===== src/rtl/issue_mul_fu_pkg.sv =====
`timescale 1ns/1ps
`default_nettype none
// ============================================================================
// Module   : issue_mul_fu_pkg
// Purpose  : Shared issue-lane types for the multiply functional unit.
// Revision : 1.0 - initial release
// ============================================================================
package issue_mul_fu_pkg;

    localparam int c_xlen_w    = 32;
    localparam int c_phy_reg_w = 6;

    typedef logic [c_xlen_w-1:0]    xlen_t;
    typedef logic [c_phy_reg_w-1:0] phy_reg_t;
    typedef logic                   bool;
    typedef logic [1:0]             aux_t;

    typedef enum logic [2:0] {
        FUN_ALU = 3'd0,
        FUN_MUL = 3'd1,
        FUN_DIV = 3'd2,
        FUN_LSU = 3'd3,
        FUN_BR  = 3'd4
    } fun_t;

    // Encoding matches aux[1:0] of the issue bundle.
    typedef enum logic [1:0] {
        MUL_LO = 2'b00,
        MULH   = 2'b01,
        MULHSU = 2'b10,
        MULHU  = 2'b11
    } mul_var_t;

    function automatic logic rs1_is_signed(input mul_var_t v);
        return (v == MULH) || (v == MULHSU);
    endfunction

    function automatic logic rs2_is_signed(input mul_var_t v);
        return (v == MULH);
    endfunction

endpackage
`default_nettype wire


===== src/rtl/issue_mul_fu_mul_step.sv =====
`timescale 1ns/1ps
`default_nettype none
// ============================================================================
// Module   : mul_step
// Purpose  : One radix-2^BITS_PER_CYCLE iteration of the unsigned multiplier.
// Revision : 1.0 - initial release
// ============================================================================
module mul_step #(
    parameter int XLEN           = 32,
    parameter int BITS_PER_CYCLE = 4,
    parameter int CNT_W          = 3
) (
    input  logic [2*XLEN-1:0]         i_acc,
    input  logic [XLEN-1:0]           i_mcand,
    input  logic [BITS_PER_CYCLE-1:0] i_slice,
    input  logic [CNT_W-1:0]          i_cnt,
    output logic [2*XLEN-1:0]         o_acc_next
);

    logic [XLEN+BITS_PER_CYCLE-1:0] w_pp;
    logic [2*XLEN-1:0]              w_pp_ext;

    always_comb begin
        w_pp       = {{BITS_PER_CYCLE{1'b0}}, i_mcand} * {{XLEN{1'b0}}, i_slice};
        w_pp_ext   = {{(XLEN-BITS_PER_CYCLE){1'b0}}, w_pp};
        o_acc_next = i_acc + (w_pp_ext << (i_cnt * BITS_PER_CYCLE));
    end

endmodule
`default_nettype wire


===== src/rtl/issue_mul_fu.sv =====
`timescale 1ns/1ps
`default_nettype none
// ============================================================================
// Module   : issue_mul_fu
// Purpose  : Iterative RV32M/RV64M multiply unit on one issue lane; holds the
//            result until the CDB grants it. ISSUE_MUL_FU_EARLY_AVAIL_EN lets a
//            new op be accepted in the same cycle the result is granted.
// Revision : 1.0 - initial release
// ============================================================================
module issue_mul_fu
    import issue_mul_fu_pkg::*;
#(
    parameter int XLEN           = 32,
    parameter int BITS_PER_CYCLE = 4
) (
    input  logic                 clk,
    input  logic                 rst_n,
    input  logic                 flush,
    output logic                 avail,
    input  logic                 valid,
    input  fun_t                 fun,
    input  aux_t                 aux,
    input  logic [1:0][XLEN-1:0] ops,
    input  phy_reg_t             dst,
    output logic                 cdb_valid,
    input  logic                 cdb_ready,
    output phy_reg_t             cdb_dst,
    output logic [XLEN-1:0]      cdb_value
);

    localparam int c_n     = XLEN / BITS_PER_CYCLE;
    localparam int c_cnt_w = (c_n > 1) ? $clog2(c_n) : 1;
    localparam logic [c_cnt_w-1:0] c_last = c_cnt_w'(c_n - 1);

    localparam logic [1:0] c_st_idle = 2'd0;
    localparam logic [1:0] c_st_busy = 2'd1;
    localparam logic [1:0] c_st_done = 2'd2;

    logic [1:0]          r_state;
    logic [c_cnt_w-1:0]  r_cnt;
    logic [2*XLEN-1:0]   r_acc;
    logic [XLEN-1:0]     r_mcand;
    logic [XLEN-1:0]     r_mplier;
    logic                r_neg;
    mul_var_t            r_var;
    logic                r_cdb_valid;
    phy_reg_t            r_cdb_dst;
    logic [XLEN-1:0]     r_cdb_value;

    mul_var_t            w_var;
    logic                w_neg1;
    logic                w_neg2;
    logic [XLEN-1:0]     w_mag1;
    logic [XLEN-1:0]     w_mag2;
    logic                w_avail;
    logic                w_accept;
    logic [2*XLEN-1:0]   w_acc_next;
    logic [2*XLEN-1:0]   w_final;
    logic [XLEN-1:0]     w_result;

    // Magnitude of the most-negative operand is exact as an unsigned XLEN value.
    always_comb begin
        w_var  = mul_var_t'(aux);
        w_neg1 = rs1_is_signed(w_var) & ops[0][XLEN-1];
        w_neg2 = rs2_is_signed(w_var) & ops[1][XLEN-1];
        w_mag1 = w_neg1 ? (~ops[0] + 1'b1) : ops[0];
        w_mag2 = w_neg2 ? (~ops[1] + 1'b1) : ops[1];
    end

`ifdef ISSUE_MUL_FU_EARLY_AVAIL_EN
    assign w_avail = (r_state == c_st_idle) ||
                     ((r_state == c_st_done) && cdb_ready && !flush);
`else
    assign w_avail = (r_state == c_st_idle);
`endif

    assign w_accept = valid && w_avail && (fun == FUN_MUL) && !flush;

    mul_step #(
        .XLEN           (XLEN),
        .BITS_PER_CYCLE (BITS_PER_CYCLE),
        .CNT_W          (c_cnt_w)
    ) u_mul_step (
        .i_acc      (r_acc),
        .i_mcand    (r_mcand),
        .i_slice    (r_mplier[BITS_PER_CYCLE-1:0]),
        .i_cnt      (r_cnt),
        .o_acc_next (w_acc_next)
    );

    // Sign fix-up and half select are folded into the last BUSY cycle so the
    // DONE outputs come straight from registers.
    always_comb begin
        w_final  = r_neg ? (~w_acc_next + 1'b1) : w_acc_next;
        w_result = (r_var == MUL_LO) ? w_final[XLEN-1:0] : w_final[2*XLEN-1:XLEN];
    end

    always_ff @(posedge clk) begin
        if (!rst_n) begin
            r_state     <= c_st_idle;
            r_cnt       <= '0;
            r_acc       <= '0;
            r_mcand     <= '0;
            r_mplier    <= '0;
            r_neg       <= 1'b0;
            r_var       <= MUL_LO;
            r_cdb_valid <= 1'b0;
            r_cdb_dst   <= '0;
            r_cdb_value <= '0;
        end else begin
            case (r_state)
                c_st_busy: begin
                    if (flush) begin
                        r_state <= c_st_idle;
                    end else begin
                        r_acc    <= w_acc_next;
                        r_mplier <= r_mplier >> BITS_PER_CYCLE;
                        r_cnt    <= r_cnt + 1'b1;
                        if (r_cnt == c_last) begin
                            r_state     <= c_st_done;
                            r_cdb_valid <= 1'b1;
                            r_cdb_value <= w_result;
                        end
                    end
                end
                c_st_done: begin
                    if (cdb_ready || flush) begin
                        r_state     <= c_st_idle;
                        r_cdb_valid <= 1'b0;
                    end
                end
                default: r_state <= c_st_idle;
            endcase

            // Accept overrides the state-specific updates above.
            if (w_accept) begin
                r_state   <= c_st_busy;
                r_cnt     <= '0;
                r_acc     <= '0;
                r_mcand   <= w_mag1;
                r_mplier  <= w_mag2;
                r_neg     <= w_neg1 ^ w_neg2;
                r_var     <= w_var;
                r_cdb_dst <= dst;
            end
        end
    end

    assign avail     = w_avail;
    assign cdb_valid = r_cdb_valid;
    assign cdb_dst   = r_cdb_dst;
    assign cdb_value = r_cdb_value;

endmodule
`default_nettype wire


===== config.mk =====
export PLATFORM = sky130hd
export DESIGN_NAME = issue_mul_fu
export DESIGN_NICKNAME = d
export VERILOG_FILES = /design/src/rtl/issue_mul_fu_pkg.sv /design/src/rtl/issue_mul_fu_mul_step.sv /design/src/rtl/issue_mul_fu.sv
export SDC_FILE = /design/constraint.sdc
export NUM_CORES = 1
export LEC_CHECK = 0
export ABC_CLOCK_PERIOD_IN_PS = 15900
export CORE_UTILIZATION = 50
export DETAILED_ROUTE_END_ITERATION = 8
export PLACE_DENSITY_LB_ADDON = 0.12
export SYNTH_ARGS = -nofsm -noshare
export SYNTH_HDL_FRONTEND = slang
export SYNTH_SLANG_ARGS = --single-unit

===== constraint.sdc =====
create_clock -name clk -period 15.9 [get_ports clk]
set_clock_uncertainty 0.2 [all_clocks]
set_input_delay 3.18 -clock clk [delete_from_list [all_inputs] [get_ports clk]]
set_output_delay 3.18 -clock clk [all_outputs]
set_load 0.01 [all_outputs]

==> results.json, run 1 <==
{
  "clockRootBuffer": "clkbuf_16",
  "rows": 73,
  "r2r_start": "r_mplier[2]$_SDFFE_PN0P_",
  "rsz0062_at_grt": "false",
  "drt_wl_total_um": 77350,
  "antenna_found_initial": 0,
  "ios": 120,
  "synth_area_per_cell_um2": 7.057,
  "vdd_drop_max_uv": 70.62,
  "r2r_setup_slack_ns": 5.21,
  "cts_resized": 0,
  "ant_nets": 0,
  "cp.arrival_ns": 10.92,
  "min_path_type": "flop to flop",
  "clockBufferDepth": 2,
  "stdcell_count": 3369,
  "max-slew-margin-rel_pct": 29.93,
  "required_ns": 16.13,
  "cts_tree": "built",
  "use_met2_pct": 53.99,
  "hold_end": "cdb_value[6]$_SDFFE_PN0P_",
  "insertion_delay_ns": 0.50,
  "grt_use_total_pct": 37.37,
  "worstSetupStartpoint": "r_mplier[2]$_SDFFE_PN0P_",
  "cts_sinks": 175,
  "syn2layout_area_growth_pct": 9.681,
  "synth_ff_type": "dfxtp_1",
  "tns_ns": 0,
  "grt_pass1_wl_um": 117000,
  "coreArea_mm2": 0.03964,
  "syn_nets": 3096,
  "yosysWarnings": 0,
  "wl_per_cell_um": 22.96,
  "cp_slowest_cell": "dfxtp_1",
  "layout_common_cells": "nand2_1, nor2_1, a21oi_1",
  "postCtsHoldBufs": 0,
  "drc": 0,
  "postSynthCellCount": 2846,
  "whs_path_depth": 2,
  "total_power_mw": 1.020,
  "postCtsSetupRepairBufs": 0,
  "drt_pass1_iterations": 7,
  "cpPeakStageDelay_ns": 0.99,
  "grt_pass1_vias": 19360,
  "grt_overflow": 0,
  "p_leak_nw": 8.860,
  "post_drt_via_cell_ratio": 6.419,
  "slew_violations": 0,
  "fin_crit_ns": 10.69,
  "synthArstFlopShare_pct": 0,
  "synth_edf_count": 0,
  "synth_area_mm2": 0.02008,
  "cts_buffers": 17,
  "dieHeight_um": 202.4,
  "met1_usage_pct": 52.37,
  "vias": 21630,
  "globalplace.congestion": 1.031,
  "nNetsFinal": 3079,
  "hp-start": "cdb_value[6]$_SDFFE_PN0P_",
  "setup_viol": 0,
  "fmax_mhz": 93.58,
  "synth-seq-area-share_pct": 17.44,
  "worst_pin_slew_ns": 1.047,
  "worst-setup-path-type": "flop to flop",
  "final_util_pct": 55.57,
  "reg2reg_depth": 30,
  "grt_use_met3_pct": 9.174,
  "critPathMaxFanout": 33,
  "crit_path_end_kind": "flop",
  "r2r-end": "cdb_value[24]$_SDFFE_PN0P_",
  "synth_cell_type_count": 96,
  "grt-busiest-layer": "met2",
  "post-dp-hpwl_um": 61730,
  "dp.cells": 3335,
  "die_w_um": 202.4,
  "die_area_mm2": 0.04097,
  "status": "finished, final reports clean",
  "start_util_pct": 50.67,
  "startpoint_type": "flop",
  "final_common_cell": "nand2_1",
  "drt-initial-drc-count": 2600,
  "htree_levels": 4,
  "numPortBuffers": 119,
  "ys_seq_elements": 175,
  "fin_crit_sh_pct": 67.20,
  "drive_gt1_share_pct": 4.715,
  "grt_max_degree": 85,
  "pwr_density_cell_mw_per_mm2": 46.30,
  "hold_viol_final": 0,
  "clk_pin_slew_ns": 0.08,
  "drv_cap": 0
}
state kept, by name, indices dropped and copies added, names as in the netlist:
signal and cells:
r_mcand 32, r_state 2, cdb_dst 6, r_neg 1
r_var 2, r_mplier 32, cdb_value 32, r_acc 64
cdb_valid 1, r_cnt 3
cell families (layout without fill, tap and decap cells):
logic type,Yosys count,after routing,share of synthesized area (%)
AND/OR/NAND/NOR,1157,1157,27.22
buffers and inverters,343,339,6.628
multiplexers,49,49,2.654
flip-flops,175,175,17.44
XOR/XNOR,160,160,6.977
other,0,2,0
adder cells (fa/ha/maj),170,170,12.87
AO/OA/AOI/OAI,792,792,26.21
routing by layer:
layer  vias to the layer above  wire, um
li1                      10120         -
met1                     10270     34100
met2                      1076     31970
met3                       159      7853
met4                         0      3426
met5                         -         0
synth_stat cells (12+ instances only):
master / n / share of area (%)
xnor2_1: 86 / 3.8
and4_1: 13 / 0.57
o22ai_1: 15 / 0.47
or3_1: 19 / 0.59
or2_2: 23 / 0.72
o21a_1: 22 / 0.82
o21ai_1: 14 / 0.35
buf_2: 22 / 0.55
ha_1: 109 / 6.8
a21o_1: 41 / 1.5
nor2_1: 298 / 5.6
nand2_1: 408 / 7.6
and3_1: 20 / 0.62
mux2i_1: 33 / 1.6
and2_1: 115 / 3.6
a31oi_1: 22 / 0.69
nor2b_1: 13 / 0.40
nor4_1: 28 / 0.87
nor3_1: 72 / 1.8
a21oi_1: 248 / 6.2
buf_1: 17 / 0.32
o31a_1: 12 / 0.52
a211oi_1: 58 / 2.2
o31ai_1: 27 / 1.0
nand3_1: 50 / 1.2
clkbuf_1: 139 / 2.6
inv_1: 162 / 3.0
o41ai_1: 12 / 0.52
xor2_1: 74 / 3.2
o21ai_0: 125 / 3.1
dfxtp_1: 175 / 17
a311oi_1: 36 / 1.6
mux2_2: 14 / 0.78
o211ai_1: 29 / 1.1
fa_1: 61 / 6.1
nand4_1: 44 / 1.4
stage by stage:
| step | area (um2) | worst slack (ns) | hold slack (ns) |
|---|---|---|---|
| after floorplan | 20080 | 7.024 | 0.2406 |
| after global placement | 21430 | 5.509 | 0.2267 |
| after detailed placement | 21430 | 5.373 | 0.2340 |
| after CTS | 22020 | 5.337 | 0.2427 |
| after global routing | 22020 | 4.505 | 0.2699 |
| final | 22030 | 5.214 | 0.2447 |
worst max-delay path, delay by kind of cell (launching register included):
kind	cells	cell delay [ns]
compound gates	17	4.57
xor+xnor	1	0.53
fa+ha+maj	4	2.06
buf+inv	1	0.06
flops	1	0.99
mux	3	0.68
simple gates	4	1.50
worst max path at each step:
stage	end	slack (ns)	cells past startpoint
after floorplan	cdb_value[24]$_SDFFE_PN0P_	7.02	31
after global placement	cdb_value[24]$_SDFFE_PN0P_	5.51	30
after detailed placement	cdb_value[24]$_SDFFE_PN0P_	5.37	30
after CTS	cdb_value[24]$_SDFFE_PN0P_	5.34	30
after global routing	cdb_value[24]$_SDFFE_PN0P_	4.50	30
final	cdb_value[24]$_SDFFE_PN0P_	5.21	30
layout make-up:
class	count	area, um2
antenna	2	5.005
clock buffer	20	446.7
clock inverter	12	150.1
fill	3927	17610
inverter	162	608.1
multi-input combinational	2328	15270
sequential	175	3506
tap	525	656.9
timing repair buffer	145	1386
report_power, final:
part	leakage [nW]	internal (mW)	total [mW]	switching, mW
sequential	1.41	0.442	0.448	0.00572
clock	0.293	0.240	0.452	0.213
combinational	7.15	0.0477	0.120	0.0719
total	8.86	0.729	1.02	0.290
No activity file was read; power rests on OpenSTA's default activity.
==> run 2: changes to the inputs <==
ABC_CLOCK_PERIOD_IN_PS = 10800   (was 15900)
clock period = 10.8 ns   (was 15.9 ns; I/O delays follow)
==> results.json, run 2 (same netlist as run 1, synthesis figures left out) <==
{
  "status": "finished, final reports clean",
  "highest_layer": "met4",
  "startpoint_type": "flop",
  "fin_ws_ns": 0.5815,
  "min_path_type": "flop to flop",
  "cp.arrival_ns": 10.36,
  "largest_register_ffs": 64,
  "seqPwrFrac_pct": 43.8,
  "design_area_mm2": 0.02223,
  "cpMostUsedCell": "a21oi_1",
  "antenna_cells": 0,
  "numPortBuffers": 119,
  "syn2layout_area_growth_pct": 10.66,
  "layout_common_cells": "nand2_1, nor2_1, a21oi_1",
  "grt_overflow": 0,
  "grt_pass1_wl_um": 117400,
  "coreArea_mm2": 0.03964,
  "crit_path_end_kind": "flop",
  "final_common_cell": "nand2_1",
  "fin_crit_sh_pct": 94.62,
  "drt-initial-drc-count": 2362,
  "critPathMaxFanout": 32,
  "globalplace.congestion": 1.060,
  "vias": 21620,
  "pwr-share-comb_pct": 12.1,
  "insertion_delay_ns": 0.51,
  "clockRootBuffer": "clkbuf_16",
  "drc": 0,
  "max-slew-margin-rel_pct": 25.06,
  "cpPeakStageDelay_ns": 0.75,
  "p_leak_nw": 8.988,
  "switching_power_mw": 0.4406,
  "met3_length_um": 6779,
  "cts_sinks": 175,
  "postCtsHoldBufs": 0,
  "setup_viol": 0,
  "vdd_drop_max_uv": 101.9,
  "tns_ns": 0,
  "worst_pin_slew_ns": 1.115,
  "cp_slowest_cell": "o21ai_0",
  "drv_cap": 0,
  "fin_crit_ns": 10.22,
  "die_area_mm2": 0.04097,
  "p_int_mw": 1.059,
  "start_util_pct": 50.67,
  "ant_nets": 0,
  "clk_pin_slew_ns": 0.07,
  "cts_resized": 0,
  "rows": 73,
  "slew_violations": 0,
  "hold_viol_final": 0,
  "antenna_found_initial": 0,
  "pwr_density_cell_mw_per_mm2": 67.46,
  "grt_pass1_vias": 19860,
  "dpl-instance-area_mm2": 0.02162,
  "grt_max_degree": 86,
  "drt_pass1_iterations": 6,
  "worst-setup-path-type": "flop to flop",
  "dieHeight_um": 202.4,
  "required_ns": 10.94,
  "die_w_um": 202.4,
  "cts_tree": "built",
  "clockBufferDepth": 2,
  "drt_wl_total_um": 77640,
  "largest-register": "r_acc",
  "p_sw_share_pct": 29.39,
  "pwr-share-clk_pct": 44.1,
  "htree_levels": 4,
  "post_drt_via_cell_ratio": 6.372,
  "grt_use_total_pct": 37.16,
  "postCtsSetupRepairBufs": 0,
  "fmax_mhz": 97.86,
  "wl_per_cell_um": 22.88,
  "drt-met1-wl_um": 33760,
  "drive_gt1_share_pct": 5.649,
  "place_ws_ns": 0.9084,
  "cts_buffers": 17,
  "rsz0062_at_grt": "false",
  "nNetsFinal": 3105,
  "ios": 120,
  "post-dp-hpwl_um": 62100,
  "route.met2.wl_um": 33520
}
[run 2: stage by stage]
stage	instances	utilization (%)	power (mW)	hold slack, ns
floorplan	2846	-	0.7739	0.2406
global placement	3361	54.55	0.8467	0.2288
detailed placement	3361	54.55	0.8494	0.2350
CTS	3393	56.07	1.499	0.2440
global route	3393	56.07	1.545	0.2693
finish	3393	56.07	1.499	0.2374
[run 2: layout make-up]
class                      count  area, um2
clock buffer                  18      439.2
clock inverter                14      163.9
fill                        3946      17420
inverter                     162      608.1
multi-input combinational   2328      15270
sequential                   175       3506
tap                          525      656.9
timing repair buffer         171       1582
[run 2: routing by layer]
metal / up-vias / global-route usage (%)
li1: 10150 / -
met1: 10300 / 50.73
met2: 1022 / 56.87
met3: 148 / 6.482
met4: 0 / 16.92
met5: - / 0
[run 2: final timing paths]
check / from / endpoint / slack [ns] / depth (start not counted)
worst max-delay path: r_mplier[1]$_SDFFE_PN0P_ / cdb_value[22]$_SDFFE_PN0P_ / 0.58 / 32
worst min-delay path: cdb_value[6]$_SDFFE_PN0P_ / cdb_value[6]$_SDFFE_PN0P_ / 0.24 / 2
worst max register to register: r_mplier[1]$_SDFFE_PN0P_ / cdb_value[22]$_SDFFE_PN0P_ / 0.58 / 32
worst min register to register: cdb_value[6]$_SDFFE_PN0P_ / cdb_value[6]$_SDFFE_PN0P_ / 0.24 / 2
[run 2: power by group through the flow]
stage / Clock [mW] / Sequential [mW] / Combinational [mW]
global route: 0.693 / 0.658 / 0.195
detailed placement: 0 / 0.672 / 0.178
global placement: 0 / 0.672 / 0.175
CTS: 0.664 / 0.657 / 0.178
finish: 0.661 / 0.657 / 0.181
floorplan: 0 / 0.669 / 0.105
[run 2: worst max-delay path: cells and delay by family (launching register included)]
kind / cells / cell delay, ns
AOI/OAI and AO/OA: 17 / 4.54
adders and majority gates: 4 / 1.96
xor gates and xnor gates: 1 / 0.27
muxes: 2 / 0.51
buffers and inverters: 3 / 0.31
DFF: 1 / 0.32
and+or+nand+nor: 5 / 1.97
